[config.mk]
export PLATFORM = sky130hd
export DESIGN_NAME = voice_allocator_flat
export DESIGN_NICKNAME = d
export VERILOG_FILES = /design/src/rtl/voice_allocator_pkg.sv /design/src/rtl/voice_allocator_if.sv /design/src/rtl/voice_allocator_note_pitch_lut.sv /design/src/rtl/voice_allocator.sv /design/src/flat_wrapper.sv
export SDC_FILE = /design/constraint.sdc
export NUM_CORES = 1
export LEC_CHECK = 0
export CELL_PAD_IN_SITES_DETAIL_PLACEMENT = 0
export CELL_PAD_IN_SITES_GLOBAL_PLACEMENT = 1
export CORE_AREA = 2 2 158 160
export CTS_BUF_LIST = sky130_fd_sc_hd__clkbuf_4
export DETAILED_ROUTE_END_ITERATION = 12
export DIE_AREA = 0 0 160 162
export GPL_TIMING_DRIVEN = 0
export MAX_ROUTING_LAYER = met4
export PLACE_DENSITY_LB_ADDON = 0.25
export SLEW_MARGIN = 20
export SYNTH_ARGS = -nofsm -noshare
export SYNTH_HDL_FRONTEND = slang
export SYNTH_SLANG_ARGS = --single-unit
[constraint.sdc]
create_clock -name clk -period 5.3 [get_ports clk]
set_input_delay 1.06 -clock clk [delete_from_list [all_inputs] [get_ports clk]]
set_output_delay 1.06 -clock clk [all_outputs]
set_load 0.1 [all_outputs]
[src/rtl/voice_allocator_pkg.sv]
// Shared synth constants: sample-rate scaling, octave-10 pitch table and the allocator FSM states.
package voice_allocator_pkg;

  localparam int BITDEPTH    = 8;
  localparam int BITFRACTION = 12;
  localparam int PITCH_W     = BITDEPTH + BITFRACTION;
  localparam int SAMPLEFREQ  = 31250;
  localparam int TABLE_W     = 21;

  typedef logic [6:0] note_t;

  // Increments of notes 120..131: round(f * 2^21 / SAMPLEFREQ); lower octaves shift these down.
  localparam logic [TABLE_W-1:0] PITCH_TABLE [12] = '{
    21'd561837, 21'd595245, 21'd630640, 21'd668140,
    21'd707870, 21'd749962, 21'd794557, 21'd841804,
    21'd891860, 21'd944893, 21'd1001079, 21'd1060606
  };

  typedef enum logic [1:0] {
    IDLE,
    SCAN,
    COMMIT
  } alloc_state_e;

endpackage

[src/rtl/voice_allocator_if.sv]
// Note event handshake between an event source (master) and the voice allocator (slave).
interface voice_allocator_if;
  import voice_allocator_pkg::*;

  logic  ev_valid;
  logic  ev_ready;
  logic  ev_on;
  note_t ev_note;

  modport master (output ev_valid, output ev_on, output ev_note, input ev_ready);
  modport slave  (input ev_valid, input ev_on, input ev_note, output ev_ready);
endinterface

[src/rtl/voice_allocator_note_pitch_lut.sv]
// Combinational MIDI note -> pitch increment: top-octave table entry shifted down by octave.
module note_pitch_lut
  import voice_allocator_pkg::*;
#(
  parameter int PITCH_W = voice_allocator_pkg::PITCH_W
) (
  input  note_t              note_i,
  output logic [PITCH_W-1:0] pitch_o
);

  logic [3:0]         octave;
  logic [3:0]         semi;
  logic [3:0]         shift;
  logic [TABLE_W-1:0] base;

  always_comb begin
    octave  = 4'(note_i / 7'd12);
    semi    = 4'(note_i % 7'd12);
    // Table sits at octave 10 (notes 120..131), so lower octaves divide by 2^(10-octave).
    shift   = 4'd10 - octave;
    base    = PITCH_TABLE[semi];
    pitch_o = PITCH_W'(base >> shift);
  end

endmodule

[src/rtl/voice_allocator.sv]
// Polyphonic voice allocator: serial scan over voices, retrigger/free/oldest-steal selection.
// Optional VOICE_ALLOC_RETRIG_EN: retriggered/stolen voices drop gate until the next sample_tick.
module voice_allocator
  import voice_allocator_pkg::*;
#(
  parameter int NUM_VOICES = 4,
  parameter int PITCH_W    = voice_allocator_pkg::PITCH_W,
  parameter int STAMP_W    = 8
) (
  input  logic                          clk,
  input  logic                          resetn,
  input  logic                          sample_tick,
  input  logic                          panic,
  voice_allocator_if.slave              ev,
  output logic [NUM_VOICES-1:0]         voice_gate,
  output logic [7*NUM_VOICES-1:0]       voice_note,
  output logic [PITCH_W*NUM_VOICES-1:0] voice_pitch,
  output logic                          steal,
  output logic                          busy
);

  localparam int IDX_W = (NUM_VOICES > 1) ? $clog2(NUM_VOICES) : 1;
  localparam logic [IDX_W-1:0] LAST_IDX = IDX_W'(NUM_VOICES - 1);

  alloc_state_e        state_q, state_d;
  logic [IDX_W-1:0]    idx_q, idx_d;
  logic                ev_on_q, ev_on_d;
  note_t               ev_note_q, ev_note_d;
  logic                hit_found_q, hit_found_d;
  logic [IDX_W-1:0]    hit_idx_q, hit_idx_d;
  logic                free_found_q, free_found_d;
  logic [IDX_W-1:0]    free_idx_q, free_idx_d;
  logic                old_found_q, old_found_d;
  logic [IDX_W-1:0]    old_idx_q, old_idx_d;
  logic [STAMP_W-1:0]  old_age_q, old_age_d;
  logic [STAMP_W-1:0]  seq_q, seq_d;
  logic [NUM_VOICES-1:0] gate_q, gate_d;
  note_t               note_q  [NUM_VOICES];
  note_t               note_d  [NUM_VOICES];
  logic [PITCH_W-1:0]  pitch_q [NUM_VOICES];
  logic [PITCH_W-1:0]  pitch_d [NUM_VOICES];
  logic [STAMP_W-1:0]  stamp_q [NUM_VOICES];
  logic [STAMP_W-1:0]  stamp_d [NUM_VOICES];
  logic                steal_q, steal_d;
  logic                rdy_q, rdy_d;

  logic [NUM_VOICES-1:0] active;
  logic [STAMP_W-1:0]    scan_age;
  logic [IDX_W-1:0]      sel_idx;
  logic [PITCH_W-1:0]    lut_pitch;
  logic                  accept;

`ifdef VOICE_ALLOC_RETRIG_EN
  logic [NUM_VOICES-1:0] pend_q, pend_d;
  logic                  sel_gated;
  // A voice waiting for its gate to come back still owns its note.
  assign active = gate_q | pend_q;
`else
  logic unused_tick;
  assign unused_tick = sample_tick;
  assign active      = gate_q;
`endif

  note_pitch_lut #(.PITCH_W(PITCH_W)) u_lut (
    .note_i (ev_note_q),
    .pitch_o(lut_pitch)
  );

  assign ev.ev_ready = (state_q == IDLE) && rdy_q && !panic;
  assign accept      = ev.ev_valid && ev.ev_ready;
  assign scan_age    = seq_q - stamp_q[idx_q];

  always_comb begin
    state_d      = state_q;
    idx_d        = idx_q;
    ev_on_d      = ev_on_q;
    ev_note_d    = ev_note_q;
    hit_found_d  = hit_found_q;
    hit_idx_d    = hit_idx_q;
    free_found_d = free_found_q;
    free_idx_d   = free_idx_q;
    old_found_d  = old_found_q;
    old_idx_d    = old_idx_q;
    old_age_d    = old_age_q;
    seq_d        = seq_q;
    gate_d       = gate_q;
    note_d       = note_q;
    pitch_d      = pitch_q;
    stamp_d      = stamp_q;
    steal_d      = 1'b0;
    rdy_d        = 1'b1;
    sel_idx      = '0;
`ifdef VOICE_ALLOC_RETRIG_EN
    pend_d       = pend_q;
    sel_gated    = 1'b0;
    if (sample_tick) begin
      gate_d = gate_q | pend_q;
      pend_d = '0;
    end
`endif

    case (state_q)
      IDLE: begin
        if (accept) begin
          ev_on_d      = ev.ev_on;
          ev_note_d    = ev.ev_note;
          idx_d        = '0;
          hit_found_d  = 1'b0;
          free_found_d = 1'b0;
          old_found_d  = 1'b0;
          state_d      = SCAN;
        end
      end

      SCAN: begin
        if (active[idx_q]) begin
          if (!hit_found_q && note_q[idx_q] == ev_note_q) begin
            hit_found_d = 1'b1;
            hit_idx_d   = idx_q;
          end
          // Strictly greater keeps the lowest index on equal ages.
          if (!old_found_q || scan_age > old_age_q) begin
            old_found_d = 1'b1;
            old_idx_d   = idx_q;
            old_age_d   = scan_age;
          end
        end else if (!free_found_q) begin
          free_found_d = 1'b1;
          free_idx_d   = idx_q;
        end
        if (idx_q == LAST_IDX) state_d = COMMIT;
        else                   idx_d   = idx_q + IDX_W'(1);
      end

      COMMIT: begin
        state_d = IDLE;
        if (ev_on_q) begin
          if (hit_found_q) begin
            sel_idx = hit_idx_q;
`ifdef VOICE_ALLOC_RETRIG_EN
            sel_gated = 1'b1;
`endif
          end else if (free_found_q) begin
            sel_idx = free_idx_q;
          end else begin
            sel_idx = old_idx_q;
            steal_d = 1'b1;
`ifdef VOICE_ALLOC_RETRIG_EN
            sel_gated = 1'b1;
`endif
          end
          note_d[sel_idx]  = ev_note_q;
          pitch_d[sel_idx] = lut_pitch;
          stamp_d[sel_idx] = seq_q;
          seq_d            = seq_q + STAMP_W'(1);
`ifdef VOICE_ALLOC_RETRIG_EN
          gate_d[sel_idx]  = !sel_gated;
          pend_d[sel_idx]  = sel_gated;
`else
          gate_d[sel_idx]  = 1'b1;
`endif
        end else if (hit_found_q) begin
          gate_d[hit_idx_q] = 1'b0;
`ifdef VOICE_ALLOC_RETRIG_EN
          pend_d[hit_idx_q] = 1'b0;
`endif
        end
      end

      default: state_d = IDLE;
    endcase

    // Panic wins over everything, including an event that is just committing.
    if (panic) begin
      state_d = IDLE;
      gate_d  = '0;
      note_d  = note_q;
      pitch_d = pitch_q;
      stamp_d = stamp_q;
      seq_d   = seq_q;
      steal_d = 1'b0;
`ifdef VOICE_ALLOC_RETRIG_EN
      pend_d  = '0;
`endif
    end
  end

  always_ff @(posedge clk or negedge resetn) begin
    if (!resetn) begin
      state_q      <= IDLE;
      idx_q        <= '0;
      ev_on_q      <= 1'b0;
      ev_note_q    <= '0;
      hit_found_q  <= 1'b0;
      hit_idx_q    <= '0;
      free_found_q <= 1'b0;
      free_idx_q   <= '0;
      old_found_q  <= 1'b0;
      old_idx_q    <= '0;
      old_age_q    <= '0;
      seq_q        <= '0;
      gate_q       <= '0;
      steal_q      <= 1'b0;
      rdy_q        <= 1'b0;
      for (int i = 0; i < NUM_VOICES; i++) begin
        note_q[i]  <= '0;
        pitch_q[i] <= '0;
        stamp_q[i] <= '0;
      end
`ifdef VOICE_ALLOC_RETRIG_EN
      pend_q       <= '0;
`endif
    end else begin
      state_q      <= state_d;
      idx_q        <= idx_d;
      ev_on_q      <= ev_on_d;
      ev_note_q    <= ev_note_d;
      hit_found_q  <= hit_found_d;
      hit_idx_q    <= hit_idx_d;
      free_found_q <= free_found_d;
      free_idx_q   <= free_idx_d;
      old_found_q  <= old_found_d;
      old_idx_q    <= old_idx_d;
      old_age_q    <= old_age_d;
      seq_q        <= seq_d;
      gate_q       <= gate_d;
      steal_q      <= steal_d;
      rdy_q        <= rdy_d;
      note_q       <= note_d;
      pitch_q      <= pitch_d;
      stamp_q      <= stamp_d;
`ifdef VOICE_ALLOC_RETRIG_EN
      pend_q       <= pend_d;
`endif
    end
  end

  always_comb begin
    voice_note  = '0;
    voice_pitch = '0;
    for (int i = 0; i < NUM_VOICES; i++) begin
      voice_note[7*i +: 7]              = note_q[i];
      voice_pitch[PITCH_W*i +: PITCH_W] = pitch_q[i];
    end
  end

  assign voice_gate = gate_q;
  assign steal      = steal_q;
  assign busy       = (state_q != IDLE);

endmodule

[src/flat_wrapper.sv]
// flat-port wrapper written by rule: the top's interface ports become plain ports
module voice_allocator_flat import voice_allocator_pkg::*;
#(
  parameter int NUM_VOICES = 4,
  parameter int PITCH_W    = voice_allocator_pkg::PITCH_W,
  parameter int STAMP_W    = 8
)
  (clk, resetn, sample_tick, panic, voice_gate, voice_note, voice_pitch, steal, busy, ev_ev_valid, ev_ev_on, ev_ev_note, ev_ev_ready);
  voice_allocator_if ev_i ();
  input  logic clk;
  input  logic resetn;
  input  logic sample_tick;
  input  logic panic;
  output logic [NUM_VOICES-1:0] voice_gate;
  output logic [7*NUM_VOICES-1:0] voice_note;
  output logic [PITCH_W*NUM_VOICES-1:0] voice_pitch;
  output logic steal;
  output logic busy;
  input wire logic [$bits(ev_i.ev_valid)-1:0] ev_ev_valid;
  input wire logic [$bits(ev_i.ev_on)-1:0] ev_ev_on;
  input wire logic [$bits(ev_i.ev_note)-1:0] ev_ev_note;
  output wire logic [$bits(ev_i.ev_ready)-1:0] ev_ev_ready;
  assign ev_i.ev_valid = ev_ev_valid;
  assign ev_i.ev_on = ev_ev_on;
  assign ev_i.ev_note = ev_ev_note;
  assign ev_ev_ready = ev_i.ev_ready;
  voice_allocator #(.NUM_VOICES(NUM_VOICES), .PITCH_W(PITCH_W), .STAMP_W(STAMP_W)) u_core (.clk(clk), .resetn(resetn), .sample_tick(sample_tick), .panic(panic), .ev(ev_i), .voice_gate(voice_gate), .voice_note(voice_note), .voice_pitch(voice_pitch), .steal(steal), .busy(busy));
endmodule
### Word-level counts from Yosys, hierarchy flattened

Memories as Yosys holds them, arrays and structs flattened.
Cells that the tools add are included.
Widths: inputs -> output; s select.

| operators by class | value |
|---|---|
| mux-type cells | 52 |
| shift-type cells | 1 |
| equality and inequality tests | 12 |
| reductions and logical operators | 27 |
| magnitude comparators | 10 |
| div/mod/pow operators | 2 |
| $add $sub $neg | 4 |
| bitwise gates (word level) | 9 |

Operator list:

| kind | number |
|---|---|
| $bwmux 80 | 1 |
| $mux 21 | 2 |
| $demux 20 s2 | 1 |
| $bwmux 32 | 1 |
| $bwmux 28 | 1 |
| $mux 8 | 3 |
| $mux 7 | 3 |
| $shr 21x4->20 | 1 |
| $mux 20 | 1 |
| $mux 2 | 9 |
| $reduce_and 3->1 | 6 |
| $bmux 8 s2 | 1 |
| $demux 8 s2 | 1 |
| $mux 4 | 4 |
| $bmux 7 s2 | 1 |
| $demux 7 s2 | 1 |
| $mux 1 | 14 |
| $lt 2x3->1 const B | 3 |
| $add 8x1->8 const B | 1 |
| $gt 8x8->1 | 1 |
| $ne 2x1->1 const B | 4 |
| $pmux 2 s2 | 2 |
| $reduce_and 4->1 | 2 |
| $sub 8x8->8 | 1 |
| other kinds (29) | 52 |

| storage, ports and cells | value |
|---|---|
| logic and storage cells | 145 |
| bits in registers | 183 |
| memories kept | 1 |
| ROM bits | 336 |
| bits of input ports | 13 |

Memory list:

| memory | words | width | read ports | clocked after memory_dff | write ports | line | source |
|---|---|---|---|---|---|---|---|
| (name not given) | 16 | 21 | 1 | 0 | 0 | voice_allocator_note_pitch_lut.sv:21 | `base = PITCH_TABLE[semi];` |

### Depth between registers and ports, before layout

| depth | value |
|---|---|
| depth after elaboration | 12 |
| mapped depth | 20 |
| mapped depth without buffers | 18 |

### Modules after synthesis

From an unflattened synthesis, not the netlist that was laid out.

| second synthesis, totals | value |
|---|---|
| cell total of the unflattened synthesis | 1,088 |
| area total of the unflattened synthesis | 11,656.2 µm² |

By module, submodules not included:

| module | area each (µm²) | cells each | instances | seq. area each (µm²) |
|---|---|---|---|---|
| voice_allocator | 8,090.3 | 542 | 1 | 4,579.4 |
| note_pitch_lut | 3,565.9 | 546 | 1 | 0.0 |

### Worst setup path before layout

No wires, ideal clock.

| timing path | value |
|---|---|
| path type | input to register |
| from | in panic |
| to | reg u_core.ev_note_q[2] |
| stages on the path | 5 |
| buffers on the path | 2 |
| arrival | 5,713 ps |
| setup time | 125 ps |
| data required time | 5,175 ps |
| slack | -537 ps |
| cells stage by stage | clkbuf_1 -> nor4b_1 -> nand2_1 -> clkbuf_1 -> mux2_2 |

| on the way | value |
|---|---|
| cells in the longest elaborated chain, start to end | 4 |

RTL lines:

| element | line | source |
|---|---|---|
| start, declared | flat_wrapper.sv:13 | `input logic panic;` |
| $logic_not 1->1 | voice_allocator.sv:69 | `assign ev.ev_ready = (state_q == IDLE) && rdy_q && !panic;` |
| $logic_and 1x1->1 | voice_allocator.sv:69 |  |
| named net ev_ev_ready | flat_wrapper.sv:22 | `output wire logic [$bits(ev_i.ev_ready)-1:0] ev_ev_ready;` |
| $logic_and 1x1->1 | voice_allocator.sv:70 | `assign accept = ev.ev_valid && ev.ev_ready;` |
| $reduce_and 2->1 (no source line) | n/a |  |
| end signal, assigned | voice_allocator.sv:217 | `ev_note_q <= ev_note_d;` |
| end, declared | voice_allocator.sv:28 | `note_t ev_note_q, ev_note_d;` |

The timed path passes the listed nets, and every way through them passes these cells.
A chain may end at the register's enable or synchronous reset.

### Final worst setup path

| timing path | value |
|---|---|
| from | reg u_core.idx_q[1] |
| to | reg u_core.old_idx_q[0] |

| on the way | value |
|---|---|
| cells in the longest elaborated chain, start to end | 8 |
| elaborated cells on any way between the ends | 10 |
| those cells by class | add/sub (1); order compare (1); mux (5); bitwise (1); reduce/logical (2) |

RTL lines:

| element | line | source |
|---|---|---|
| start, declared | voice_allocator.sv:26 | `logic [IDX_W-1:0] idx_q, idx_d;` |
| start signal, assigned | voice_allocator.sv:215 | `idx_q <= idx_d;` |
| $not 2->3 (implied by the code) | voice_allocator.sv:71 | `assign scan_age = seq_q - stamp_q[idx_q];` |
| $bmux 8 s2 | voice_allocator.sv:71 |  |
| $mux 8 (implied by the code) (2 in series) | voice_allocator.sv:71 |  |
| $sub 8x8->8 | voice_allocator.sv:71 |  |
| named net u_core.scan_age[6] | voice_allocator.sv:48 | `logic [STAMP_W-1:0] scan_age;` |
| $gt 8x8->1 | voice_allocator.sv:122 | `if (!old_found_q \|\| scan_age > old_age_q) begin` |
| $logic_or 1x1->1 | voice_allocator.sv:122 |  |
| $reduce_and 3->1 (no source line) | n/a |  |
| end signal, assigned | voice_allocator.sv:223 | `old_idx_q <= old_idx_d;` |
| end, declared | voice_allocator.sv:34 | `logic [IDX_W-1:0] old_idx_q, old_idx_d;` |

The timed path passes the listed nets, and every way through them passes these cells. The select of a mux whose other input is x is not followed.

==> tab_implementation.tex <==
\begin{tabular}{lr}
\hline
Metric & Value \\
\hline
\multicolumn{2}{l}{\textbf{Cells and area}} \\
Cell area after layout & 12700 sq um \\
Layout cell share with drive strength beyond 1 & 13.9\% \\
Final net count & 1320 \\
Area Growth Syn to Fin & 19.2\% \\
Util after Layout & 52.8\% \\
Final non-filler cell total & 1619 \\
\multicolumn{2}{l}{\textbf{Placed design}} \\
Cell area after placement & 12400 sq um \\
Placer's final routability congestion estimate & 0.964 \\
Buffers on Ports & 125 \\
Placed insts & 1586 \\
Detail Placement HPWL & 26200 um \\
Setup Slack @ Placement & -317 ps \\
\multicolumn{2}{l}{\textbf{Die}} \\
Rows & 57 \\
DIE HEIGHT & 162 um \\
Core region area & 24100 sq um \\
Initial core utilization & 44.3\% \\
Number of top-level pins & 128 \\
Area of the die & 25900 sq um \\
Die span in x & 160 um \\
\multicolumn{2}{l}{\textbf{Pwr}} \\
Combinational power share & 57.5\% \\
Pwr/cell area & 434 nW/um\^{}2 \\
Clock power frac & 15.0\% \\
Worst supply voltage drop on vdd & 0.196 mV \\
Net switching component of the power & 2830 uW \\
Switching fraction of total power & 51.1\% \\
Seq pwr share & 27.5\% \\
Leakage power & 0.00562 uW \\
Power Internal & 2710 uW \\
\multicolumn{2}{l}{\textbf{Global routing}} \\
Maximum number of pins on one net before global-route repair & 86 \\
First-pass GRT wire length & 55000 um \\
Vias in the first global route & 9471 \\
Global-route congestion overflow total & 0 \\
GRT Util Overall & 28.5\% \\
Number of antenna violations at the first check in global routing & 1 \\
\multicolumn{2}{l}{\textbf{CTS}} \\
Post-cts hold buffer count & 0 \\
Clock Path Buffers & 2 \\
CTS tree & yes \\
Post-CTS setup buffers & 0 \\
Clock root buffer & sky130\_fd\_sc\_hd\_\_clkbuf\_4 \\
Clock insertion delay at the later pin of the skew report & 600 ps \\
Clock-pin slew of the registers on the worst-case setup and hold paths & 170 ps \\
Sink count of the clock tree & 183 \\
Number of buffers created by CTS & 17 \\
CTS H-tree depth & 4 \\
\multicolumn{2}{l}{\textbf{Synthesis}} \\
Primary flip-flop cell chosen by synthesis mapping & sky130\_fd\_sc\_hd\_\_dfrtp\_1 \\
Yosys cell types & 94 \\
Yosys warns & 0 \\
Number of synthesized register bits & 183 \\
Top post-synthesis cells by area & sky130\_fd\_sc\_hd\_\_dfrtp\_1 43\%, sky130\_fd\_sc\_hd\_\_nand2\_1 7.8\%, sky130\_fd\_sc\_hd\_\_mux2\_2 6.4\% \\
Area share of the leading cell type in the synthesized netlist & 42.9\% \\
Fraction of synthesis flops using an asynchronous set or reset pin & 100\% \\
Commonest cells in the netlist & 222 x sky130\_fd\_sc\_hd\_\_nand2\_1, 183 x sky130\_fd\_sc\_hd\_\_dfrtp\_1, 90 x sky130\_fd\_sc\_hd\_\_o21ai\_0 \\
Share of the yosys chip area belonging to registers & 42.9\% \\
Number of synthesized flops with an enable pin & 0 \\
Post-synthesis cell count & 1134 \\
Post-synth net total & 1173 \\
Most frequently used cell type in the post-synthesis netlist & sky130\_fd\_sc\_hd\_\_nand2\_1 \\
Netlist area before placement & 10700 sq um \\
Cell type with the highest aggregate area in the netlist & sky130\_fd\_sc\_hd\_\_dfrtp\_1 \\
Mean area per synthesized cell & 9.42 sq um \\
\multicolumn{2}{l}{\textbf{Timing}} \\
Post-Route Skew & 38.6 ps \\
Top achievable clock speed & 205 MHz \\
Worst Slack Setup Final & 427 ps \\
Number of pins exceeding their max-slew limit in the final report & 0 \\
Setup violators final & 0 \\
Least-Margin Pin Slew & 1090 ps \\
Worst relative slew slack & 27.1\% \\
Minimum clock period after layout & 4870 ps \\
Unrepaired setup endpoints after global routing & false \\
Final Cycle Share & 91.9\% \\
Setup TNS & 0 ps \\
Endpoints failing hold & 0 \\
\multicolumn{2}{l}{\textbf{Worst setup path}} \\
Crit-path max FO & 10 \\
Category of the critical setup timing path & flop to flop \\
Data arrival time at the worst-slack endpoint & 5350 ps \\
CP Data Required Time & 5780 ps \\
Kind of end point of the critical path & flop \\
Worst-case register-to-register setup slack & 430 ps \\
Depth of the most critical reg-to-reg path & 20 \\
Launching element type of the critical path & flop \\
\multicolumn{2}{l}{\textbf{Run}} \\
Max-cap violation count & 0 \\
\multicolumn{2}{l}{\textbf{Worst hold path}} \\
Classification of the worst-slack hold path & input pin to asynchronous set/reset pin \\
\multicolumn{2}{l}{\textbf{Drt}} \\
First-iteration detailed-routing DRC count & 1070 \\
Detailed-route wire length per cell & 21.8 um \\
Via count & 9536 \\
Total length of routed wires & 35400 um \\
Residual DRC count & 0 \\
Post-detailed-route count of antenna-violating nets & 0 \\
Per-cell via count in the routed design & 5.89 \\
Number of search-and-repair iterations in the first detailed-routing pass & 6 \\
\multicolumn{2}{l}{\textbf{Outcome}} \\
Outcome & finished, final reports clean \\
\hline
\end{tabular}
[power by group through the flow]
stage	combinational (uW)	sequential [uW]	clock [uW]
floorplan	1990	1700	0
global placement	3110	1550	0
detailed placement	3100	1550	0
CTS	3110	1520	844
global route	3380	1530	896
finish	3180	1520	828
[cell type report]
type | instances | area, sq um
plain buffers | 84 | 400
repair buffers | 128 | 1320
clock buffers | 17 | 128
clock inverters | 15 | 174
inverters | 32 | 120
diodes | 1 | 2.50
fillers | 2323 | 11400
well taps | 324 | 405
flip-flops and latches | 183 | 4580
multi-input cells | 835 | 5610
[placed cells by master, fill, tap and decap left out, drive strengths merged, types with 20 or more instances in the layout]
master / netlist / final
nor3: 26 / 26
a21oi: 46 / 46
xnor2: 20 / 20
o21ai: 94 / 94
nor2: 51 / 51
nand2: 222 / 222
nand3: 21 / 21
mux2: 63 / 63
dfrtp: 183 / 183
ha: 25 / 25
clkbuf: 49 / 67
inv: 30 / 39
buf: 35 / 38
clkdlybuf4s50: 0 / 124
[registers in the layout (all words and copies together) (netlist names), 2 cells and up]
| name | cells |
|---|---|
| u_core.old_age_q | 8 |
| u_core.seq_q | 8 |
| u_core.state_q | 2 |
| u_core.free_idx_q | 2 |
| u_core.ev_note_q | 7 |
| u_core.voice_gate | 4 |
| u_core.hit_idx_q | 2 |
| u_core.stamp_q | 32 |
| u_core.voice_pitch | 80 |
| u_core.voice_note | 28 |
| u_core.idx_q | 2 |
| u_core.old_idx_q | 2 |
[worst paths after layout]
kind / startpoint / end
worst min register to register: u_core.voice_pitch[51]$_DFFE_PN0P_ / u_core.voice_pitch[51]$_DFFE_PN0P_
worst max register to register: u_core.idx_q[1]$_DFFE_PN0P_ / u_core.old_idx_q[0]$_DFFE_PN0P_
max in group asynchronous: resetn / u_core.voice_pitch[62]$_DFFE_PN0P_
worst min-delay path: resetn / u_core.voice_note[23]$_DFFE_PN0P_
min in group clk: u_core.voice_pitch[51]$_DFFE_PN0P_ / u_core.voice_pitch[51]$_DFFE_PN0P_
worst max-delay path: u_core.idx_q[1]$_DFFE_PN0P_ / u_core.old_idx_q[0]$_DFFE_PN0P_
[critical path: stages, from the launching register on]
cell                       delay, ps
sky130_fd_sc_hd__dfrtp_1         420
sky130_fd_sc_hd__clkbuf_2        350
sky130_fd_sc_hd__clkbuf_1        580
sky130_fd_sc_hd__mux4_2          330
sky130_fd_sc_hd__ha_1            160
sky130_fd_sc_hd__inv_1            50
sky130_fd_sc_hd__fa_1            410
sky130_fd_sc_hd__nand2_1          80
sky130_fd_sc_hd__nand2_1          60
sky130_fd_sc_hd__a21oi_1         250
sky130_fd_sc_hd__o21bai_1        100
sky130_fd_sc_hd__a21oi_1         170
sky130_fd_sc_hd__xnor2_1         170
sky130_fd_sc_hd__ha_1            280
sky130_fd_sc_hd__a21o_1          160
sky130_fd_sc_hd__a21oi_1         170
sky130_fd_sc_hd__o21ai_0          90
sky130_fd_sc_hd__o21ai_0          90
sky130_fd_sc_hd__nand2_1          70
sky130_fd_sc_hd__nand2_1         370
sky130_fd_sc_hd__mux2_2          390
[metal layers]
layer  up-vias  global-route usage, %  routed length (um)
li1       4345                      -                   -
met1      4728                   38.3               15500
met2       402                   42.8               16200
met3        61                   6.23                2540
met4         0                   9.95                1080
met5         -                      -                   0
[kinds of logic (layout without fill, tap and decap cells)]
kind of cell / after synthesis / after routing / synth area share (%)
compound gates: 283 / 283 / 18.0
simple gates: 411 / 411 / 17.9
mux: 87 / 87 / 11.1
buf+inv: 116 / 276 / 4.81
fa+ha+maj: 26 / 26 / 3.11
other cells: 1 / 2 / 0.0351
flops: 183 / 183 / 42.9
xor+xnor: 27 / 27 / 2.21
[metrics by stage]
step / hold slack (ps) / power [uW]
finish: 300 / 5530
global route: 269 / 5800
CTS: 262 / 5480
detailed placement: 459 / 4650
global placement: 455 / 4660
floorplan: 441 / 3690
[timing repair]
action / CTS / global route
setup endpoints to repair: 10 / 10
gates resized for setup: 3 / 5
gates cloned: 0 / 0
hold endpoints to repair: 0 / 0
(Power assumes the default switching activity.)
